[src/rtl/evm_ballot_ctrl_if.sv]
// evm_ballot_ctrl_if: voter-panel and tally-datapath signals of the ballot controller.
interface evm_ballot_ctrl_if #(parameter int CNT_W = 32);
  logic             vote_valid;
  logic [1:0]       vote_sel;
  logic             ballot_en;
  logic             tally_req;
  logic [1:0]       tally_sel;
  logic             tally_ack;
  logic [1:0]       rd_sel;
  logic [CNT_W-1:0] rd_data;
  modport master (
    input  vote_valid, vote_sel, tally_ack, rd_data,
    output ballot_en, tally_req, tally_sel, rd_sel
  );
  modport slave (
    output vote_valid, vote_sel, tally_ack, rd_data,
    input  ballot_en, tally_req, tally_sel, rd_sel
  );
endinterface

[src/rtl/evm_ballot_ctrl.sv]
// evm_ballot_ctrl: arms one ballot per authorization, commits it to the tally, then scans for the winner.
module evm_ballot_ctrl #(
  parameter int CNT_W   = 32,
  parameter int TIMEOUT = 1000
) (
  input  logic                  clk,
  input  logic                  reset,
  input  logic                  authorize,
  input  logic                  close_poll,
  evm_ballot_ctrl_if.master     bus,
  output logic                  poll_open,
  output logic                  timeout_pulse,
  output logic [CNT_W-1:0]      total_votes,
  output logic [1:0]            winner,
  output logic                  tie,
  output logic                  result_valid
);
  localparam int TW = $clog2(TIMEOUT + 1);
  localparam logic [TW-1:0] TMAX = TW'(TIMEOUT - 1);
  typedef enum logic [2:0] {IDLE, ARMED, COMMIT, SCAN, RESULT} state_t;
  state_t           state_q, state_d;
  logic [TW-1:0]    timer_q, timer_d;
  logic [1:0]       tally_sel_q, tally_sel_d, rd_sel_q, rd_sel_d, winner_q, winner_d;
  logic             tie_q, tie_d, timeout_pulse_q, timeout_pulse_d;
  logic [CNT_W-1:0] total_q, total_d, max_q, max_d;
  always_comb begin
    state_d         = state_q;
    timer_d         = timer_q;
    tally_sel_d     = tally_sel_q;
    rd_sel_d        = rd_sel_q;
    winner_d        = winner_q;
    tie_d           = tie_q;
    max_d           = max_q;
    total_d         = total_q;
    timeout_pulse_d = 1'b0;
    case (state_q)
      IDLE: begin
        if (close_poll) begin
          state_d  = SCAN;
          rd_sel_d = 2'd0;
        end else if (authorize) begin
          state_d = ARMED;
          timer_d = '0;
        end
      end
      ARMED: begin
        // a vote on the expiry edge takes priority over the timeout
        if (bus.vote_valid) begin
          state_d     = COMMIT;
          tally_sel_d = bus.vote_sel;
        end else if (timer_q == TMAX) begin
          state_d         = IDLE;
          timeout_pulse_d = 1'b1;
        end else begin
          timer_d = timer_q + 1'b1;
        end
      end
      COMMIT: begin
        if (bus.tally_ack) begin
          state_d = IDLE;
          total_d = &total_q ? total_q : total_q + 1'b1;
        end
      end
      SCAN: begin
        if (rd_sel_q == 2'd0) begin
          max_d    = bus.rd_data;
          winner_d = 2'd0;
          tie_d    = 1'b0;
        end else if (bus.rd_data > max_q) begin
          max_d    = bus.rd_data;
          winner_d = rd_sel_q;
          tie_d    = 1'b0;
        end else if (bus.rd_data == max_q) begin
          tie_d = 1'b1;
        end
        state_d  = rd_sel_q == 2'd3 ? RESULT : SCAN;
        rd_sel_d = rd_sel_q == 2'd3 ? rd_sel_q : rd_sel_q + 2'd1;
      end
      default: ;
    endcase
  end
  always_ff @(posedge clk or negedge reset) begin
    if (!reset) begin
      state_q         <= IDLE;
      timer_q         <= '0;
      tally_sel_q     <= 2'd0;
      rd_sel_q        <= 2'd0;
      winner_q        <= 2'd0;
      tie_q           <= 1'b0;
      max_q           <= '0;
      total_q         <= '0;
      timeout_pulse_q <= 1'b0;
    end else begin
      state_q         <= state_d;
      timer_q         <= timer_d;
      tally_sel_q     <= tally_sel_d;
      rd_sel_q        <= rd_sel_d;
      winner_q        <= winner_d;
      tie_q           <= tie_d;
      max_q           <= max_d;
      total_q         <= total_d;
      timeout_pulse_q <= timeout_pulse_d;
    end
  end
  assign bus.ballot_en  = state_q == ARMED;
  assign bus.tally_req  = state_q == COMMIT;
  assign bus.tally_sel  = tally_sel_q;
  assign bus.rd_sel     = rd_sel_q;
  assign poll_open      = !(state_q == SCAN || state_q == RESULT);
  assign timeout_pulse  = timeout_pulse_q;
  assign total_votes    = total_q;
  assign winner         = winner_q;
  assign tie            = tie_q;
  assign result_valid   = state_q == RESULT;
endmodule

[src/flat_wrapper.sv]
// flat-port wrapper written by rule: the top's interface ports become plain ports
module evm_ballot_ctrl_flat 
#(
  parameter int CNT_W   = 32,
  parameter int TIMEOUT = 1000
)
  (clk, reset, authorize, close_poll, poll_open, timeout_pulse, total_votes, winner, tie, result_valid, bus_vote_valid, bus_vote_sel, bus_tally_ack, bus_rd_data, bus_ballot_en, bus_tally_req, bus_tally_sel, bus_rd_sel);
  evm_ballot_ctrl_if #(.CNT_W(CNT_W)) bus_i ();
  input  logic clk;
  input  logic reset;
  input  logic authorize;
  input  logic close_poll;
  output logic poll_open;
  output logic timeout_pulse;
  output logic [CNT_W-1:0] total_votes;
  output logic [1:0] winner;
  output logic tie;
  output logic result_valid;
  input wire logic [$bits(bus_i.vote_valid)-1:0] bus_vote_valid;
  input wire logic [$bits(bus_i.vote_sel)-1:0] bus_vote_sel;
  input wire logic [$bits(bus_i.tally_ack)-1:0] bus_tally_ack;
  input wire logic [$bits(bus_i.rd_data)-1:0] bus_rd_data;
  output wire logic [$bits(bus_i.ballot_en)-1:0] bus_ballot_en;
  output wire logic [$bits(bus_i.tally_req)-1:0] bus_tally_req;
  output wire logic [$bits(bus_i.tally_sel)-1:0] bus_tally_sel;
  output wire logic [$bits(bus_i.rd_sel)-1:0] bus_rd_sel;
  assign bus_i.vote_valid = bus_vote_valid;
  assign bus_i.vote_sel = bus_vote_sel;
  assign bus_i.tally_ack = bus_tally_ack;
  assign bus_i.rd_data = bus_rd_data;
  assign bus_ballot_en = bus_i.ballot_en;
  assign bus_tally_req = bus_i.tally_req;
  assign bus_tally_sel = bus_i.tally_sel;
  assign bus_rd_sel = bus_i.rd_sel;
  evm_ballot_ctrl #(.CNT_W(CNT_W), .TIMEOUT(TIMEOUT)) u_core (.clk(clk), .reset(reset), .authorize(authorize), .close_poll(close_poll), .bus(bus_i), .poll_open(poll_open), .timeout_pulse(timeout_pulse), .total_votes(total_votes), .winner(winner), .tie(tie), .result_valid(result_valid));
endmodule
[config.mk]
export PLATFORM = sky130hd
export DESIGN_NAME = evm_ballot_ctrl_flat
export DESIGN_NICKNAME = d
export VERILOG_FILES = /design/src/rtl/evm_ballot_ctrl_if.sv /design/src/rtl/evm_ballot_ctrl.sv /design/src/flat_wrapper.sv
export SDC_FILE = /design/constraint.sdc
export NUM_CORES = 1
export LEC_CHECK = 0
export CAP_MARGIN = 20
export CORE_MARGIN = 4
export CORE_UTILIZATION = 57
export CTS_CLUSTER_SIZE = 24
export DETAILED_ROUTE_END_ITERATION = 6
export PLACE_DENSITY = 0.95
export SKIP_LAST_GASP = 1
export SYNTH_ARGS = -nofsm -noshare
export SYNTH_HDL_FRONTEND = slang
export SYNTH_SLANG_ARGS = --single-unit
[constraint.sdc]
create_clock -name clk -period 4.8 [get_ports clk]
set_input_delay 0.96 -clock clk [delete_from_list [all_inputs] [get_ports clk]]
set_output_delay 0.96 -clock clk [all_outputs]
set_load 0.1 [all_outputs]
==> flow_summary.json, run 1 <==
{
  "status": "finished clean",
  "gp_congestion": 0.852,
  "final.min_clock_period_ns": 3.79,
  "overflow": 0,
  "clockBufferDepth": 2,
  "hold_depth": 1,
  "pin_count": 84,
  "r2r_cells": 9,
  "grt_pass1_vias": 3917,
  "clkLatencyLatePin_ns": 0.35,
  "postRouteAntennaNets": 0,
  "peakVddDrop_uv": 541,
  "grt_max_degree": 86,
  "path_max_fanout": 23,
  "core-area_um2": 8180,
  "synthesis.area_um2": 4740,
  "critical_path_depth": 2,
  "ys.flop_type": "dfrtp_1",
  "yosys_warnings": 0,
  "dp_slack_ns": 0.840,
  "drt-pass1-iter-count": 4,
  "n_antenna_cell": 0,
  "cts_hold_buf": 0,
  "r2r_start": "u_core.max_q[29]",
  "avgSynthCellArea_um2": 10.7,
  "area_growth_pct": 23.8,
  "syn_inst": 444,
  "critical_path_class": "flip-flop to output pin",
  "cts_tree": "yes",
  "path_clk_slew_ns": 0.09,
  "critPathTopFamily": "buffers and inverters",
  "finalPower_mw": 3.26,
  "maxCapViolations": 0,
  "max-slew-margin-rel_pct": 30.8,
  "hold_viol": 0,
  "crit_start": "u_core.state_q[0]",
  "cp_slowest_cell": "clkdlybuf4s50_1",
  "cp-end-kind": "output pin",
  "die_area_um2": 9850,
  "setup_ws_ns": 1.01,
  "setup_violations": 0,
  "syn_nets": 520,
  "synth.area.top_cells": "dfrtp_1 45%, ha_1 9.5%, mux2_2 7.8%",
  "fmax_mhz": 264,
  "fp.dieW_um": 99.2,
  "wire_per_inst_um": 16.7,
  "drcViolationCount": 0,
  "synth_common_cells": "85 x dfrtp_1, 41 x inv_1, 36 x ha_1, 33 x mux2_2, 25 x nand2_1",
  "cp_cell_sequence": "nor3b_1 -> clkdlybuf4s50_1",
  "synth_most_common_cell": "dfrtp_1",
  "start_util_pct": 58.0,
  "p_leak_nw": 2.67,
  "grt_pass1_wl_um": 18200,
  "viasPerCell": 5.78,
  "layout.nets": 605,
  "finalSetupTns_ns": 0,
  "worstHoldStart": "u_core.max_q[7]",
  "skew_ns": 0.00783,
  "rsz0062_at_grt": "no",
  "wl_um": 10600,
  "power_per_cell_area_nw_per_um2": 555,
  "hp-class": "flip-flop to flip-flop",
  "ys_ff_latch": 85,
  "yosysTopAreaCellShare_pct": 44.8,
  "grtUsageTotal_pct": 22.5,
  "max_stage_delay_ns": 1.23,
  "cts_buffers": 9,
  "die_h_um": 99.2,
  "synth_top_area_cell": "dfrtp_1",
  "synth_cell_types": 54,
  "clkSinkCount": 85,
  "via_count": 3695,
  "critPathRequiredTime_ns": 3.84,
  "critPathLaunchType": "flip-flop",
  "fp-row-count": 33,
  "critPathArrivalTime_ns": 2.83,
  "drive_gt1_share_pct": 11.4,
  "tightest_slew_ns": 1.03,
  "htree_levels": 3,
  "slew_viol_final": 0,
  "async_flop_share_pct": 100,
  "path_buf_inv": 1,
  "hpwlAfterDp_um": 7790,
  "synth_edf_count": 0,
  "cts_resized": 0,
  "cts_setup_buffers": 0,
  "antenna_found_initial": 0,
  "yosysSeqAreaShare_pct": 44.8,
  "drtIter0Drc": 138,
  "portBuffers": 83,
  "clockRootBuffer": "clkbuf_8",
  "finalCritPeriodShare_pct": 78.9
}
==> path summary, 6_finish.rpt <==
| check | to | slack, ns |
|---|---|---|
| worst min-delay path | u_core.max_q[7] | 0.50 |
| min in group asynchronous | u_core.max_q[18] | 0.56 |
| worst max register to register | u_core.max_q[12] | 1.82 |
| worst max-delay path | bus_ballot_en | 1.01 |
| max in group asynchronous | u_core.total_votes[15] | 3.63 |
| worst min register to register | u_core.max_q[7] | 0.50 |
==> cells by family (layout without fill, tap and decap cells) <==
kind of cell | count (synthesis) | after routing | share of synthesized area [%]
and+or+nand+nor | 133 | 133 | 16.9
DFF | 85 | 85 | 44.8
AOI/OAI and AO/OA | 71 | 71 | 9.63
buffers and inverters | 52 | 142 | 4.88
muxes | 37 | 37 | 8.78
adders and majority gates | 36 | 36 | 9.49
xor gates and xnor gates | 30 | 30 | 5.54
==> area by class of cell <==
class / instances / area, um2
fillers: 573 / 2300
well taps: 105 / 131
multi-input cells: 307 / 2390
clock buffers: 11 / 141
repair buffers: 85 / 876
flip-flops and latches: 85 / 2130
clock inverters: 5 / 58.8
inverters: 41 / 154
==> registers in the layout (all words and copies together), names as in the netlist <==
name,flops
u_core.state_q,3
u_core.bus.tally_sel,2
u_core.tie,1
u_core.bus.rd_sel,2
u_core.max_q,32
u_core.winner,2
u_core.timeout_pulse,1
u_core.timer_q,10
u_core.total_votes,32
==> cells in the final DEF, fill, tap and decap left out, drive strengths merged, types with 6 or more instances in the layout <==
cell,instances
inv,42
nor3b,6
a21o,8
nor2b,6
nor3,13
and4,7
o21ai,17
nor2,16
clkdlybuf4s50,82
xnor2,23
nand4,18
clkbuf,11
ha,36
mux2,37
a21oi,20
nand3,18
nand2,25
dfrtp,85
xor2,7
==> routing by layer <==
metal	up-vias	GRT usage, %	part of all wire [%]
met1	1826	28.8	44
met2	95	38.7	50
met4	0	6.93	1.7
li1	1753	-	-
met5	-	0	0
met3	21	4.35	4.4
==> stage by stage <==
step           instances  hold WS [ns]  util [%]  instance area, um2
2_1_floorplan        444         0.464         -                4740
3_3_place_gp         622         0.475      69.1                5650
3_5_place_dp         622         0.480      69.1                5650
4_1_cts              638         0.499      71.5                5850
5_1_grt              639         0.509      71.9                5870
6_report             639         0.496      71.9                5870
==> power breakdown <==
| part | leakage (nW) | internal, mW | switching, mW | total (mW) |
|---|---|---|---|---|
| Sequential | 1.08 | 0.936 | 0.191 | 1.13 |
| Clock | 0.0959 | 0.256 | 0.262 | 0.518 |
| Combinational | 1.49 | 0.626 | 0.988 | 1.61 |
(Power assumes the default switching activity.)
==> run 2, diff against run 1 <==
--- a/config.mk
+++ b/config.mk
@@ -7,10 +7,10 @@
 export LEC_CHECK = 0
 export CAP_MARGIN = 20
 export CORE_MARGIN = 4
-export CORE_UTILIZATION = 57
+export CORE_UTILIZATION = 53
 export CTS_CLUSTER_SIZE = 24
 export DETAILED_ROUTE_END_ITERATION = 6
-export PLACE_DENSITY = 0.95
+export PLACE_DENSITY = 0.9
 export SKIP_LAST_GASP = 1
 export SYNTH_ARGS = -nofsm -noshare
 export SYNTH_HDL_FRONTEND = slang
==> constraint.sdc (replaced) <==
create_clock -name clk -period 3.5 [get_ports clk]
set_input_delay 0.7 -clock clk [delete_from_list [all_inputs] [get_ports clk]]
set_output_delay 0.7 -clock clk [all_outputs]
set_load 0.1 [all_outputs]
==> run 2 against run 1 <==
  * Critical path type is now primary input to flip-flop
  * Sequential cell count unchanged
  * Critical endpoint is now u_core.max_q[1]
  * Via count down 0.11%
  * Combinational power is 35% higher
  * Highest routed layer unchanged
  * Clock power up 71%
  * Register-to-register slack got worse by 1.0 ns
  * Critical path depth increased by 7
  * Utilization decreased by 3.9 points
  * Cell area grew 0.92%
==> flow_summary.json, run 2 (same netlist as run 1, synthesis figures left out) <==
{
  "r2r_start": "u_core.max_q[19]",
  "postRouteAntennaNets": 0,
  "dp.cells": 629,
  "htree_levels": 3,
  "cts_setup_buffers": 0,
  "n_antenna_cell": 0,
  "maxCapViolations": 0,
  "status": "finished clean",
  "clockBufferDepth": 2,
  "cp_cell_sequence": "clkdlybuf4s50_1 -> ha_1 -> a21oi_1 -> o21ai_0 -> a221oi_1 -> a21oi_1 -> nor3_4 -> buf_4 -> mux2_2",
  "path_buf_inv": 2,
  "overflow": 0,
  "cts_hold_buf": 0,
  "wl_met3_um": 656,
  "core-area_um2": 8720,
  "via_count": 3691,
  "cp_slowest_cell": "a221oi_1",
  "r2r_cells": 9,
  "hp-class": "primary input to async pin",
  "fp-row-count": 34,
  "clkSinkCount": 85,
  "grtUsageTotal_pct": 20.3,
  "area_growth_pct": 24.9,
  "antenna_found_initial": 0,
  "setup_violations": 0,
  "path_max_fanout": 7,
  "critPathArrivalTime_ns": 3.34,
  "path_clk_slew_ns": 0.10,
  "drcViolationCount": 0,
  "max_stage_delay_ns": 0.47,
  "fillerInstances": 659,
  "critical_path_class": "primary input to flip-flop",
  "layout_common_cells": "85 x dfrtp_1, 64 x clkdlybuf4s50_1, 41 x inv_1",
  "final.min_clock_period_ns": 3.11,
  "pin_count": 84,
  "portBuffers": 83,
  "finalCritPeriodShare_pct": 88.9,
  "power_per_cell_area_nw_per_um2": 778,
  "gp_congestion": 0.838,
  "grt_pass1_wl_um": 17200,
  "drt-pass1-iter-count": 4,
  "cp-end-kind": "flip-flop",
  "crit_path_frequent_cell": "a21oi_1",
  "wl_met1_um": 4400,
  "layout.cells.non_filler": 646,
  "hpwlAfterDp_um": 7490,
  "p_leak_nw": 2.75,
  "critical_path_depth": 9,
  "hold_viol": 0,
  "drtIter0Drc": 115,
  "reg2reg_to": "u_core.max_q[1]",
  "met2_length_um": 4990,
  "critPathTopFamily": "compound AO/OA/AOI/OAI gates",
  "worstSetupEndpoint": "u_core.max_q[1]",
  "grt_pass1_vias": 3814,
  "top_layer": "met4",
  "clockRootBuffer": "clkbuf_8",
  "cts_buffers": 9,
  "fp.dieW_um": 103,
  "viasPerCell": 5.71,
  "die_area_um2": 10500,
  "layout_commonest_cell": "dfrtp_1",
  "skew_ns": 0.0160,
  "finalSetupTns_ns": 0,
  "cts_resized": 0,
  "slew_viol_final": 0,
  "max-slew-margin-rel_pct": 33.4,
  "start_util_pct": 54.4,
  "clkLatencyLatePin_ns": 0.36,
  "r2r_slack_ns": 0.80,
  "wl_um": 10300,
  "tightest_slew_ns": 0.997,
  "drive_gt1_share_pct": 16.0,
  "die_h_um": 103,
  "critPathLaunchType": "primary input",
  "fmax_mhz": 321,
  "peakVddDrop_uv": 609,
  "layout.nets": 609,
  "wire_per_inst_um": 16.0,
  "grt_max_degree": 86,
  "cts_tree": "yes",
  "rsz0062_at_grt": "no",
  "crit_start": "bus_rd_data[19]",
  "critPathRequiredTime_ns": 3.73
}
## run 2: worst reg2reg max path: cells and delay by family, from the launching register on
| family | cells | cell delay, ns |
|---|---|---|
| compound gates | 4 | 0.96 |
| flops | 1 | 0.35 |
| mux | 1 | 0.35 |
| simple gates | 1 | 0.34 |
| fa+ha+maj | 1 | 0.30 |
| buf+inv | 2 | 0.27 |
## run 2: worst min path at each step
stage                        endpoint                   start  slack, ns
6_report             u_core.max_q[22]                   reset       0.17
5_1_grt              u_core.max_q[22]                   reset       0.17
4_1_cts        u_core.total_votes[14]  u_core.total_votes[14]       0.50
3_5_place_dp   u_core.total_votes[14]  u_core.total_votes[14]       0.48
3_3_place_gp          u_core.max_q[8]         u_core.max_q[8]       0.48
2_1_floorplan    u_core.bus.rd_sel[0]                   reset       0.40
## run 2: routing by layer
layer | vias to the layer above | track usage (%)
li1 | 1769 | -
met1 | 1789 | 25.7
met2 | 104 | 33.2
met3 | 29 | 5.14
met4 | 0 | 8.38
met5 | - | 0
## run 2: where the power goes
part / leakage (nW) / switching [mW] / internal [mW]
Clock: 0.125 / 0.382 / 0.502
Combinational: 1.55 / 1.33 / 0.853
Sequential: 1.08 / 0.267 / 1.28
Total: 2.75 / 1.98 / 2.64
## run 2: layout make-up
class	count	area (um2)	share of cell area, %
multi-input combinational	307	2400	40.4
sequential	85	2130	35.9
timing repair buffer	89	861	14.5
inverter	41	154	2.60
clock buffer	10	138	2.32
tap	108	135	2.28
clock inverter	6	118	1.98
## run 2: metrics by stage
stage	util (%)	setup slack (ns)	cell area, um2	power, mW	hold slack [ns]
after floorplan	-	0.187	4750	3.22	0.404
after global placement	64.7	0.135	5650	3.61	0.476
after detailed placement	64.7	0.0596	5650	3.73	0.480
after CTS	67.7	0.413	5900	4.64	0.498
after global routing	68.0	0.249	5930	4.92	0.168
final	68.0	0.389	5930	4.61	0.173
==> run 3, diff against run 2 <==
--- a/config.mk
+++ b/config.mk
@@ -5,7 +5,7 @@
 export SDC_FILE = /design/constraint.sdc
 export NUM_CORES = 1
 export LEC_CHECK = 0
-export CAP_MARGIN = 20
+export CAP_MARGIN = 25
 export CORE_MARGIN = 4
 export CORE_UTILIZATION = 53
 export CTS_CLUSTER_SIZE = 24
==> run 3 against run 2 <==
  * Clock skew shrank 0.0023 ns
  * Total power shrank 2.1%
  * Routed wire length grew 0.46%
  * Die area is the same
  * Largest cell class unchanged
  * Critical path type unchanged
==> flow_summary.json, run 3 (same netlist as run 1, synthesis figures left out) <==
{
  "met2_length_um": 5170,
  "critPathRequiredTime_ns": 3.73,
  "pwr-share-comb_pct": 48.3,
  "cts_hold_buf": 0,
  "gp_congestion": 0.838,
  "critical_path_class": "primary input to flip-flop",
  "drive_gt1_share_pct": 16.0,
  "cp-end-kind": "flip-flop",
  "via_count": 3643,
  "wl_met1_um": 4420,
  "power_per_cell_area_nw_per_um2": 766,
  "layout.nets": 609,
  "grt_pass1_wl_um": 17200,
  "tightest_slew_ns": 0.995,
  "hold_viol": 0,
  "wire_per_inst_um": 16.1,
  "rsz0062_at_grt": "no",
  "grt_pass1_vias": 3699,
  "status": "finished clean",
  "critPathArrivalTime_ns": 3.43,
  "crit_path_frequent_cell": "a21oi_1",
  "hp-class": "primary input to async pin",
  "fp-row-count": 34,
  "core-area_um2": 8720,
  "slew_viol_final": 0,
  "critPathTopFamily": "compound AO/OA/AOI/OAI gates",
  "skew_ns": 0.0137,
  "peakVddDrop_uv": 554,
  "final.min_clock_period_ns": 3.19,
  "maxCapViolations": 0,
  "finalCritPeriodShare_pct": 91.3,
  "start_util_pct": 54.4,
  "setup_violations": 0,
  "cts_setup_buffers": 0,
  "dp.cells": 630,
  "grt_max_degree": 61,
  "grtUsageTotal_pct": 20.4,
  "drtIter0Drc": 130,
  "layout_commonest_cell": "dfrtp_1",
  "cts_resized": 0,
  "overflow": 0,
  "top_layer": "met4",
  "portBuffers": 83,
  "max-slew-margin-rel_pct": 33.5,
  "netSwitchingFraction_pct": 43.7,
  "die_h_um": 103,
  "critPathLaunchType": "primary input",
  "layout_common_cells": "85 x dfrtp_1, 64 x clkdlybuf4s50_1, 41 x inv_1",
  "finalSetupTns_ns": 0,
  "die_area_um2": 10500,
  "drcViolationCount": 0,
  "p_leak_nw": 2.73,
  "drt-pass1-iter-count": 5,
  "cts_tree": "yes",
  "path_buf_inv": 2,
  "cp_slowest_cell": "a221oi_1",
  "htree_levels": 3,
  "power.switching_mw": 1.98,
  "clockBufferDepth": 2,
  "viasPerCell": 5.64,
  "antenna_found_initial": 0,
  "wl_met3_um": 577,
  "n_antenna_cell": 0,
  "cts_buffers": 9,
  "wl_um": 10400,
  "fp.dieW_um": 103,
  "power.share.clock_pct": 17.4,
  "cp_cell_sequence": "clkdlybuf4s50_1 -> ha_1 -> a21oi_1 -> o21ai_0 -> a221oi_1 -> a21oi_1 -> nor3_4 -> buf_4 -> mux2_2",
  "max_stage_delay_ns": 0.49,
  "clkSinkCount": 85,
  "p_int_mw": 2.54,
  "path_max_fanout": 7,
  "postRouteAntennaNets": 0,
  "area_growth_pct": 24.2,
  "p_seq_share_pct": 34.2,
  "clockRootBuffer": "clkbuf_8",
  "path_clk_slew_ns": 0.09,
  "hpwlAfterDp_um": 7650,
  "layout.cells.non_filler": 646,
  "fmax_mhz": 313,
  "clkLatencyLatePin_ns": 0.36,
  "pin_count": 84
}
[run 3: cell count changes in the layout (fill, tap and decap cells not counted), sizes merged]
cell,change
bufinv,-1
clkinv,+1
clkbuf,-1
clkinvlp,+1
[run 3: layout make-up]
class | count | area, um2
clock buffers | 9 | 124
flip-flops and latches | 85 | 2130
fillers | 665 | 2830
clock inverters | 7 | 97.6
multi-input cells | 307 | 2400
inverters | 41 | 154
well taps | 108 | 135
repair buffers | 89 | 861
[run 3: path summary, 6_finish.rpt]
kind,from,end,slack [ns],depth (start not counted)
setup / recovery,bus_rd_data[19],u_core.max_q[1],0.31,9
hold / removal,reset,u_core.max_q[20],0.25,1
setup reg to reg,u_core.max_q[19],u_core.max_q[1],0.71,9
hold reg to reg,u_core.total_votes[31],u_core.total_votes[31],0.49,1
max in group asynchronous,reset,u_core.total_votes[2],2.61,2
min in group clk,u_core.total_votes[31],u_core.total_votes[31],0.49,1
[run 3: worst reg2reg max path, stage by stage, from the launching register on]
cell	delay, ns
dfrtp_1	0.36
inv_1	0.05
ha_1	0.30
a21oi_1	0.18
o21ai_0	0.17
a221oi_1	0.49
a21oi_1	0.21
nor3_4	0.35
buf_4	0.23
mux2_2	0.34
[run 3: routing by layer]
metal,vias up,GRT usage [%]
met3,19,4.06
met4,0,6.66
met2,83,35.4
li1,1767,-
met1,1774,25.7
met5,-,0
[run 3: power by group through the flow]
stage	Sequential [mW]	Combinational [mW]	Clock, mW
6_report	1.55	2.18	0.788
5_1_grt	1.59	2.39	0.841
4_1_cts	1.55	2.20	0.805
3_5_place_dp	1.57	2.17	0
3_3_place_gp	1.53	2.08	0
2_1_floorplan	1.88	1.34	0
[run 3: stage by stage]
| step | hold WS, ns | worst slack [ns] | util (%) | area, um2 | power, mW |
|---|---|---|---|---|---|
| 6_report | 0.248 | 0.305 | 67.6 | 5890 | 4.52 |
| 5_1_grt | 0.268 | 0.0923 | 67.6 | 5890 | 4.82 |
| 4_1_cts | 0.252 | 0.316 | 67.6 | 5890 | 4.55 |
| 3_5_place_dp | 0.483 | 0.0372 | 65.1 | 5670 | 3.74 |
| 3_3_place_gp | 0.476 | 0.135 | 64.7 | 5650 | 3.61 |
| 2_1_floorplan | 0.404 | 0.187 | - | 4750 | 3.22 |
